File: config.mk
export PLATFORM = sky130hd
export DESIGN_NAME = des_key_schedule
export DESIGN_NICKNAME = d
export VERILOG_FILES = /design/src/rtl/des_key_schedule.sv
export SDC_FILE = /design/constraint.sdc
export NUM_CORES = 1
export LEC_CHECK = 0
export CORE_ASPECT_RATIO = 0.7
export CORE_MARGIN = 4
export CORE_UTILIZATION = 51
export CTS_CLUSTER_DIAMETER = 60
export CTS_CLUSTER_SIZE = 10
export DETAILED_ROUTE_END_ITERATION = 10
export PLACE_DENSITY = 0.8
export RECOVER_POWER = 25
export REMOVE_ABC_BUFFERS = 1
export SETUP_SLACK_MARGIN = 0.15
export SYNTH_ARGS = -nofsm -noshare
export SYNTH_HDL_FRONTEND = slang
export SYNTH_SLANG_ARGS = --single-unit
File: constraint.sdc
create_clock -name clk -period 5.18 [get_ports clk]
set_input_delay 0.777 -clock clk [delete_from_list [all_inputs] [get_ports clk]]
set_output_delay 0.777 -clock clk [all_outputs]
set_load 0.02 [all_outputs]
File: src/rtl/des_key_schedule.sv
// rtl/des_key_schedule.sv - sequential DES round-key generator (PC-1, C/D rotations, PC-2)
module des_key_schedule #(
    parameter int ROUNDS = 16
) (
    input  logic        clk,
    input  logic        rst,
    input  logic        start,
    input  logic [64:1] key,
    input  logic        decrypt,
    input  logic        next,
    output logic [48:1] subkey,
    output logic [4:0]  round,
    output logic        key_valid,
    output logic        busy,
    output logic        done
);

    typedef enum logic {
        IDLE = 1'b0,
        RUN  = 1'b1
    } state_t;

    // Index n of every vector here is DES bit n (bit 1 = leftmost in the tables).
    localparam int PC1_TAB [56] = '{
        57, 49, 41, 33, 25, 17,  9,  1, 58, 50, 42, 34, 26, 18,
        10,  2, 59, 51, 43, 35, 27, 19, 11,  3, 60, 52, 44, 36,
        63, 55, 47, 39, 31, 23, 15,  7, 62, 54, 46, 38, 30, 22,
        14,  6, 61, 53, 45, 37, 29, 21, 13,  5, 28, 20, 12,  4
    };

    localparam int PC2_TAB [48] = '{
        14, 17, 11, 24,  1,  5,  3, 28, 15,  6, 21, 10,
        23, 19, 12,  4, 26,  8, 16,  7, 27, 20, 13,  2,
        41, 52, 31, 37, 47, 55, 30, 40, 51, 45, 33, 48,
        44, 49, 39, 56, 34, 53, 46, 42, 50, 36, 29, 32
    };

    state_t      state_q, state_d;
    logic [28:1] c_q, c_d;
    logic [28:1] d_q, d_d;
    logic [4:0]  round_q, round_d;
    logic        dir_q, dir_d;
    logic        done_q, done_d;

    logic [56:1] pc1_cd;
    logic [56:1] cd;
    logic [48:1] pc2_k;
    logic        last_key;
    logic        unused_parity;

    // Parity bits take no part in the schedule.
    assign unused_parity = ^{key[8], key[16], key[24], key[32],
                             key[40], key[48], key[56], key[64]};

    // Rotating toward index 1 is a DES left shift; index 1 wraps to index 28.
    function automatic logic [28:1] rotl(input logic [28:1] v, input logic two);
        return two ? {v[2:1], v[28:3]} : {v[1], v[28:2]};
    endfunction

    function automatic logic [28:1] rotr(input logic [28:1] v, input logic two);
        return two ? {v[26:1], v[28:27]} : {v[27:1], v[28]};
    endfunction

    function automatic logic shift_two(input logic [4:0] r);
        return !((r == 5'd1) || (r == 5'd2) || (r == 5'd9) || (r == 5'd16));
    endfunction

    always_comb begin
        pc1_cd = '0;
        for (int i = 0; i < 56; i++) begin
            pc1_cd[i+1] = key[PC1_TAB[i][6:0]];
        end
    end

    assign cd = {d_q, c_q};

    always_comb begin
        pc2_k = '0;
        for (int j = 0; j < 48; j++) begin
            pc2_k[j+1] = cd[PC2_TAB[j][5:0]];
        end
    end

    assign last_key = dir_q ? (round_q == 5'd1) : (round_q == 5'(ROUNDS));

    always_comb begin
        state_d = state_q;
        c_d     = c_q;
        d_d     = d_q;
        round_d = round_q;
        dir_d   = dir_q;
        done_d  = 1'b0;
        case (state_q)
            IDLE: begin
                if (start) begin
                    state_d = RUN;
                    dir_d   = decrypt;
                    // PC-1 output is already CD16 since the total shift is a full ring.
                    if (decrypt) begin
                        c_d     = pc1_cd[28:1];
                        d_d     = pc1_cd[56:29];
                        round_d = 5'(ROUNDS);
                    end else begin
                        c_d     = rotl(pc1_cd[28:1], 1'b0);
                        d_d     = rotl(pc1_cd[56:29], 1'b0);
                        round_d = 5'd1;
                    end
                end
            end
            RUN: begin
                if (next) begin
                    if (last_key) begin
                        state_d = IDLE;
                        round_d = 5'd0;
                        done_d  = 1'b1;
                    end else if (!dir_q) begin
                        c_d     = rotl(c_q, shift_two(round_q + 5'd1));
                        d_d     = rotl(d_q, shift_two(round_q + 5'd1));
                        round_d = round_q + 5'd1;
                    end else begin
                        c_d     = rotr(c_q, shift_two(round_q));
                        d_d     = rotr(d_q, shift_two(round_q));
                        round_d = round_q - 5'd1;
                    end
                end
            end
            default: state_d = IDLE;
        endcase
    end

    always_ff @(posedge clk) begin
        if (rst) begin
            state_q <= IDLE;
            c_q     <= '0;
            d_q     <= '0;
            round_q <= '0;
            dir_q   <= 1'b0;
            done_q  <= 1'b0;
        end else begin
            state_q <= state_d;
            c_q     <= c_d;
            d_q     <= d_d;
            round_q <= round_d;
            dir_q   <= dir_d;
            done_q  <= done_d;
        end
    end

    assign key_valid = (state_q == RUN);
    assign busy      = (state_q == RUN);
    assign round     = round_q;
    assign done      = done_q;
    assign subkey    = key_valid ? pc2_k : '0;

endmodule

# Word level (Yosys, flattened, before mapping)
# Cells that the tools add are included.
[classes]
add_sub_neg = 2
eq_ne = 11
n_mux = 29
bitwise_logic = 2
reduce_logical = 10
[ops]
columns = ["cell", "n"]
rows = [
  ["28-bit two-way mux", 14],
  ["28-bit case mux with 2 select lines", 2],
  ["48-bit two-way mux", 1],
  ["5-bit two-way mux", 5],
  ["5-bit by 1-bit == test with 1-bit output, second input constant", 2],
  ["5-bit by 2-bit == test with 1-bit output, second input constant", 2],
  ["5-bit by 4-bit == test with 1-bit output, second input constant", 2],
  ["5-bit == test, second input constant", 2],
  ["5-bit case mux with 2 select lines", 1],
  ["1-bit logical OR", 6],
  ["2-bit inequality test, second input constant", 3],
  ["5-bit by 1-bit adder with 5-bit output, second input constant", 1],
  ["1-bit two-way mux", 5],
  ["5-bit by 1-bit subtractor with 5-bit output, second input constant", 1],
  ["2-bit AND reduction", 2],
  ["3-bit AND reduction", 1],
  ["3-bit OR reduction", 1],
  ["1-bit NOT", 2],
  ["1-bit case mux with 2 select lines", 1],
]
[totals]
register_bits = 64
input_bits = 69

# Logic depth before layout (Yosys ltp)
# Gate-level depths: netlist of run 1.
[depth]
depth_word = 10
mapped_depth = 9

# Worst setup path before layout of run 1
# No wires, ideal clock.
[synth_timing]
path_type = "register -> register"
start = "register round_q[0], in the netlist round[0]"
end = "register c_q[1] (netlist name)"
setup_time_ps = 126
t_arrival_ps = 1986
required_time_ps = 5054
path_slack_ps = 3068
path_stages_with_launch = 10
path_buffers = 2
period_less_slack_ps = 2112
path_cell_list = "dfxtp_1 -> inv_1 -> ha_1 -> nand3b_1 -> a21oi_4 -> or2_2 -> buf_4 -> buf_6 -> a21oi_1 -> a31oi_1"
[synth_via]
elab_chain_cells = 10
word_cells_on_any_way = 24
classes_between = "1 x add/sub; 9 x eq/ne; 7 x mux; 7 x reduce/logical"
[synth_rtl]
columns = ["element", "line_no", "text"]
rows = [
  ["start, declared", "41", "logic [4:0] round_q, round_d;"],
  ["start signal, assigned", "143", "round_q <= round_d;"],
  ["5-bit by 1-bit adder with 5-bit output", "117", "c_d = rotl(c_q, shift_two(round_q + 5'd1));"],
  ["5-bit by 1-bit == test with 1-bit output / 5-bit by 2-bit == test with 1-bit output (equally long branches)", "65", "return !((r == 5'd1) || (r == 5'd2) || (r == 5'd9) || (r == 5'd16));"],
  ["1-bit logical OR (3 in a row)", "65", ""],
  ["28-bit two-way mux", "57", "return two ? {v[2:1], v[28:3]} : {v[1], v[28:2]};"],
  ["28-bit two-way mux", "116", "end else if (!dir_q) begin"],
  ["28-bit two-way mux", "112", "if (last_key) begin"],
  ["28-bit two-way mux", "111", "if (next) begin"],
  ["28-bit case mux with 2 select lines", "93", "case (state_q)"],
  ["end signal, assigned", "134", "c_q <= '0;"],
  ["end signal, assigned", "141", "c_q <= c_d;"],
  ["end, declared", "39", "logic [28:1] c_q, c_d;"],
]
# Parallel ways exist; a longest one is shown, timed or not. The select of a mux whose other input is x is not followed.
# A chain may end at the register's enable or synchronous reset.

# Worst setup path in the final report of run 1
[layout_timing]
start = "input port start"
end = "register d_q[16] (netlist name)"
[layout_via]
elab_chain_cells = 2
[layout_rtl]
columns = ["element", "line_no", "text"]
rows = [
  ["start, declared", "7", "input logic start,"],
  ["2-bit inequality test (no line)", "--", ""],
  ["3-bit AND reduction (no line)", "--", ""],
  ["end signal, assigned", "135", "d_q <= '0;"],
  ["end signal, assigned", "142", "d_q <= d_d;"],
  ["end, declared", "40", "logic [28:1] d_q, d_d;"],
]
# Every way passes these cells.

==> summary.md, run 1 <==
| Metric | Value |
|---|---|
| Status | complete, but fails checks |
| Failing checks | max-capacitance violations, max-slew violations |
| IO Port Bufs | 116 |
| Mux share of post-synthesis cell area | 19.3% |
| Adder-cell share of the synthesized area | 1.28% |
| Reg-to-Reg End | d_q[23] |
| Sequential Area | 1280 sq um |
| Worst EP arrival | 3.98 ns |
| DP Wirelength | 10,800 um |
| WHS Path Cells | 2 |
| Hold-fix buffers, CTS | 0 |
| Max-cap violation count | 1 |
| Routed Antenna Nets | 0 |
| Skew final | 0.00441 ns |
| CTS tree | built |
| Sequential share of the synthesized area | 21.9% |
| DR pass1 iterations | 5 |
| Clk slew on worst S/H paths | 0.06 ns |
| Antenna diode count | 0 |
| Post-Syn Area | 5850 sq um |
| CP max FO | 58 |
| Drt via density | 6.42 |
| Pin count of the biggest net entering global routing | 65 |
| Pwr Density | 263 nW/um^2 |
| Pre-CTS WS | 1.89 ns |
| Reg2Reg Setup Slack | 1.78 ns |
| Syn. warnings | 0 |
| Die Area | 13,300 sq um |
| Die width | 136 um |
| Syn Area/Cell | 7.54 sq um |
| Post-synth top area cell | dfxtp_1 |
| Worst hold start | c_q[25] |
| Hold Fails Final Rpt | 0 |
| Row cnt | 32 |
| WP data required | 5.39 ns |
| Layout area overhead | 22.2% |
| 1st-iter DRT viols | 767 |
| Synth Flop Type | dfxtp_1 |
| Xor/xnor share of the synthesized area | 0.299% |
| Fin crit share | 72.8% |
| Final worst setup slack | 1.41 ns |
| Commonest non-fill, non-tap cell in the layout | nand2_1 |
| Pleak | 0.00286 uW |
| FF-to-FF Start | busy |
| Routed WL per cell | 18.6 um |
| Area taken by multi-input logic gates | 4140 sq um |
| Largest family of logic cells by synthesized area | compound AO/OA/AOI/OAI gates |
| Via count | 6,313 |
| Yosys reg bits | 64 |
| Slew HR | -76.1% |
| Max IR drop VDD | 0.000193 V |
| Commonest cells after routing, fill and taps aside | nand2_1, mux2i_1, clkdlybuf4s50_1, dfxtp_1, a21oi_1 |
| Effective utilization at floorplan | 52.6% |
| RSZ-0062 raised after global routing | no |
| Drt total wl | 18,300 um |
| Clk_lat worst skew | 0.33 ns |
| Total GRT Usage | 26.6% |
| Tmin final | 3.77 ns |
| # H-tree levels | 3 |
| FILL cells | 995 |
| Synth Instances | 776 |
| Post-CTS Resized | 0 |
| Tightest Pin Transition | 2.64 ns |
| Post-CTS Setup Inserts | 0 |
| Post-synth EDFFs | 0 |
| Hold Slack | 0.528 ns |
| Clock tree buffer depth | 2 |
| Nets | 900 |
| Post-route DRC | 0 |
| Synth top area share | 21.9% |
| Max Freq | 0.265 GHz |
| Complex-gate fraction of the synthesized area | 28.3% |
| GP Congestion | 0.824 |
| Setup crit end kind | flop |
| Final core utilization | 64.3% |
| CTS root buf | clkbuf_16 |
| Layout cells sized above 1 | 4.22% |
| Die Y-Extent | 97.6 um |
| GRT overflow | 0 |
| # IOs | 125 |
| CORE AREA | 11,100 sq um |
| Setup tns final | 0 ns |
| Simple-gate share of the synthesized area | 20.6% |
| First-pass GRT wire length | 29,900 um |
| CP Class | input pin to flop |
| Min-Delay Endpoint | c_q[23] |
| Hold crit path type | flop to flop |
| Initial antenna violation count | 0 |
| Clk sinks | 64 |
| Slew Limit Fails | 59 |
| Worst R2R Path Depth | 7 |
| Synth cell types | 45 |
| Share of synthesized flip-flops with an asynchronous set or reset | 0% |
| Final setup violation count | 0 |
| Type of origin of the critical path | input pin |
| Vias in the first global route | 6,107 |
| TritonCTS buffer count | 9 |
| Top cells by area, synth | dfxtp_1, mux2i_1, nand2_1 |
| Overall Power | 1880 uW |
synth_stat cells, types with 2 or more instances:
library cell    n
o22a_1          2
nor4b_1         2
nor2b_1         2
clkbuf_1       33
nand2b_1        4
o21bai_1       57
o21ai_0         3
nand3b_1        3
buf_1           3
a31oi_1        56
o211ai_1       57
buf_4           7
nand3_1        58
nor3_1          2
buf_2          28
mux2i_1       113
inv_1           4
and2_1         49
nand2_1       123
nor2_1          6
buf_6          12
ha_1            6
dfxtp_1        64
a21oi_1        61
worst max-delay path: stages:
cell	delay [ns]
dlygate4sd3_1	0.57
nor2b_4	0.14
clkbuf_1	1.87
nand2_1	0.22
a21oi_1	0.27
a31oi_1	0.10
routing by layer:
metal	GRT usage (%)	vias to the layer above	wire length, um
li1	-	2944	-
met1	37.0	2897	8110
met2	41.0	428	8050
met3	4.97	44	1720
met4	9.06	0	390
met5	0	-	0
kinds of logic after synthesis:
family,count (synthesis)
fa+ha+maj,6
buf+inv,88
simple gates,254
compound gates,249
flops,64
mux,113
xor+xnor,2
worst max path at each step:
stage | startpoint | cells after the start | slack (ns) | end
after floorplan | busy | 4 | 0.26 | c_q[10]
after global placement | busy | 7 | 2.02 | d_q[16]
after detailed placement | busy | 7 | 1.89 | d_q[17]
after CTS | busy | 7 | 1.86 | d_q[23]
after global routing | start | 6 | 1.07 | d_q[16]
final | start | 6 | 1.41 | d_q[16]
per-stage QoR:
stage,area [sq um],instances
CTS,7170,983
global placement,6830,967
finish,7150,983
global route,7150,983
floorplan,5380,692
detailed placement,6830,967
cell type report:
type | instances | area share (%)
timing repair buffer | 122 | 16.7
inverter | 4 | 0.210
clock buffer | 9 | 3.15
sequential | 64 | 17.9
clock inverter | 7 | 1.54
tap | 153 | 2.68
multi-input combinational | 624 | 57.8
state kept, by name, indices dropped and copies added (netlist names):
signal	flops
c_q	28
dir_q	1
busy	1
round	5
d_q	28
done	1
power breakdown:
part           leakage (uW)  internal (uW)  switching [uW]
combinational       0.00216            237             334
sequential         0.000530            545            73.7
clock              0.000169            466             229
total               0.00286           1250             637
Note: power is estimated with default switching activity, not from simulation.
==> run 2, diff against run 1 <==
--- a/config.mk
+++ b/config.mk
@@ -7,11 +7,11 @@
 export LEC_CHECK = 0
 export CORE_ASPECT_RATIO = 0.7
 export CORE_MARGIN = 4
-export CORE_UTILIZATION = 51
+export CORE_UTILIZATION = 47
 export CTS_CLUSTER_DIAMETER = 60
 export CTS_CLUSTER_SIZE = 10
 export DETAILED_ROUTE_END_ITERATION = 10
-export PLACE_DENSITY = 0.8
+export PLACE_DENSITY = 0.78
 export RECOVER_POWER = 25
 export REMOVE_ABC_BUFFERS = 1
 export SETUP_SLACK_MARGIN = 0.15
==> constraint.sdc (replaced) <==
create_clock -name clk -period 3.3 [get_ports clk]
set_input_delay 0.495 -clock clk [delete_from_list [all_inputs] [get_ports clk]]
set_output_delay 0.495 -clock clk [all_outputs]
set_load 0.02 [all_outputs]
==> run 2 against run 1 <==
Effect of this change:
- the run now ends clean
- sequential power grew 57%
- clock power increased by 58%
- setup slack lost 1.0 ns
- first-iteration DRC count decreased by 21%
- critical path depth rose by 1
- highest routed layer unchanged
- sequential share of layout area fell by 0.33 points
- clock skew grew 0.0032 ns
==> summary.md, run 2 (synthesized netlist as in run 1, its figures left out) <==
| Metric | Value |
|---|---|
| Max-cap violation count | 0 |
| Hold Fails Final Rpt | 0 |
| WP data required | 3.56 ns |
| TritonCTS buffer count | 9 |
| Sequential Area | 1280 sq um |
| DP Wirelength | 11,000 um |
| Effective utilization at floorplan | 49.1% |
| Total GRT Usage | 24.6% |
| CORE AREA | 11,900 sq um |
| Worst EP arrival | 3.16 ns |
| Slew HR | 3.01% |
| Row cnt | 33 |
| Skew final | 0.00761 ns |
| Routed Antenna Nets | 0 |
| Clock tree buffer depth | 2 |
| Post-CTS Resized | 0 |
| First-pass GRT wire length | 29,500 um |
| FILL cells | 1,108 |
| Die width | 141 um |
| Max Freq | 0.345 GHz |
| Slew Limit Fails | 0 |
| # IOs | 125 |
| Die Area | 14,300 sq um |
| Switching share of total power | 33.5% |
| Hold-fix buffers, CTS | 0 |
| DR pass1 iterations | 5 |
| CP Cell Sequence | inv_1 > ha_1 > nand3b_1 > a21oi_4 > or2_2 > a21oi_1 > a31oi_1 |
| Clock power frac | 36.8% |
| Area taken by multi-input logic gates | 4140 sq um |
| Type of origin of the critical path | flop |
| Post-route DRC | 0 |
| Comb pwr share | 30.9% |
| Slowest stage cell, crit path | or2_2 |
| Hold Slack | 0.523 ns |
| Final core utilization | 61.1% |
| Die Y-Extent | 101 um |
| Fin crit share | 87.8% |
| Clk sinks | 64 |
| Commonest non-fill, non-tap cell in the layout | nand2_1 |
| Via count | 6,096 |
| Int Power | 1990 uW |
| IO Port Bufs | 116 |
| Pleak | 0.00292 uW |
| Routed WL per cell | 18.1 um |
| Setup crit end kind | flop |
| Pin count of the biggest net entering global routing | 65 |
| GRT overflow | 0 |
| Largest stage delay, worst path | 0.99 ns |
| Switch Pwr | 1000 uW |
| WHS Path Cells | 2 |
| # H-tree levels | 3 |
| Vias in the first global route | 5,773 |
| Commonest cells after routing, fill and taps aside | nand2_1, mux2i_1, clkdlybuf4s50_1, dfxtp_1, a21oi_1 |
| RSZ-0062 raised after global routing | no |
| CP Class | flop to flop |
| CP max FO | 56 |
| Pwr Density | 410 nW/um^2 |
| GP Congestion | 0.836 |
| CTS root buf | clkbuf_16 |
| Layout cells sized above 1 | 5.14% |
| Nets | 907 |
| Critical path depth in cells | 7 |
| CTS tree | built |
| Drt via density | 6.13 |
| Setup tns final | 0 ns |
| Post-CTS Setup Inserts | 0 |
| Layout area overhead | 24.6% |
| Tmin final | 2.90 ns |
| Status | finished, final reports clean |
| Final setup violation count | 0 |
| Critical path's top delay family | simple AND/OR/NAND/NOR gates |
| Initial antenna violation count | 0 |
| Clk_lat worst skew | 0.34 ns |
| Hold crit path type | flop to flop |
| Seq pwr share | 32.4% |
| Drt total wl | 18,000 um |
| Antenna diode count | 0 |
| Pre-CTS WS | 0.540 ns |
| CP Buf/Inv Count | 1 |
| 1st-iter DRT viols | 604 |
| Max IR drop VDD | 0.000303 V |
| Worst R2R Path Depth | 7 |
| Final worst setup slack | 0.402 ns |
| Clk slew on worst S/H paths | 0.06 ns |
| Tightest Pin Transition | 1.45 ns |
-- run 2: cell types whose count changed in the layout (fill, tap and decap cells not counted), sizes merged --
cell	change
buf	+8
clkinv	-2
clkdlybuf4s50	+1
clkinvlp	+1
dlygate4sd3	-1
-- run 2: path summary, 6_finish.rpt --
kind                                from  endpoint  slack, ns
worst min register to register    c_q[9]    c_q[7]       0.52
worst max register to register  round[0]   c_q[18]       0.40
worst min-delay path              c_q[9]    c_q[7]       0.52
worst max-delay path            round[0]   c_q[18]       0.40
-- run 2: power by group through the flow --
stage | clock network [uW] | registers (uW) | logic, uW
after floorplan | 0 | 955 | 553
after global placement | 0 | 983 | 905
after detailed placement | 0 | 981 | 916
after CTS | 1100 | 965 | 920
after global routing | 1130 | 982 | 993
final | 1100 | 969 | 923
-- run 2: metrics by stage --
step	total power, uW	instance area [sq um]	cells
floorplan	1510	5380	692
global placement	1890	6970	978
detailed placement	1900	6970	978
CTS	2990	7300	994
global route	3110	7300	994
finish	2990	7300	994
-- run 2: worst reg2reg max path, delay by kind of cell (launching register included) --
| kind | cells | cell delay (ns) |
|---|---|---|
| AND/OR/NAND/NOR | 2 | 1.15 |
| adder cells (fa/ha/maj) | 1 | 0.30 |
| buffers and inverters | 1 | 0.19 |
| AO/OA/AOI/OAI | 3 | 0.79 |
| flip-flops | 1 | 0.40 |
-- run 2: per-layer routing --
layer | up-vias | GRT usage [%] | part of all wire, %
li1 | 2949 | - | -
met4 | 0 | 5.68 | 1.1
met5 | - | 0 | 0
met2 | 311 | 37.4 | 43
met1 | 2819 | 35.5 | 47
met3 | 17 | 5.47 | 9.0
-- run 2: layout make-up --
class                   count  share of cell area (%)
inverters                   4                   0.206
clock inverters             6                    1.47
flip-flops and latches     64                    17.6
repair buffers            129                    18.2
well taps                 157                    2.69
clock buffers              10                    3.14
multi-input cells         624                    56.7
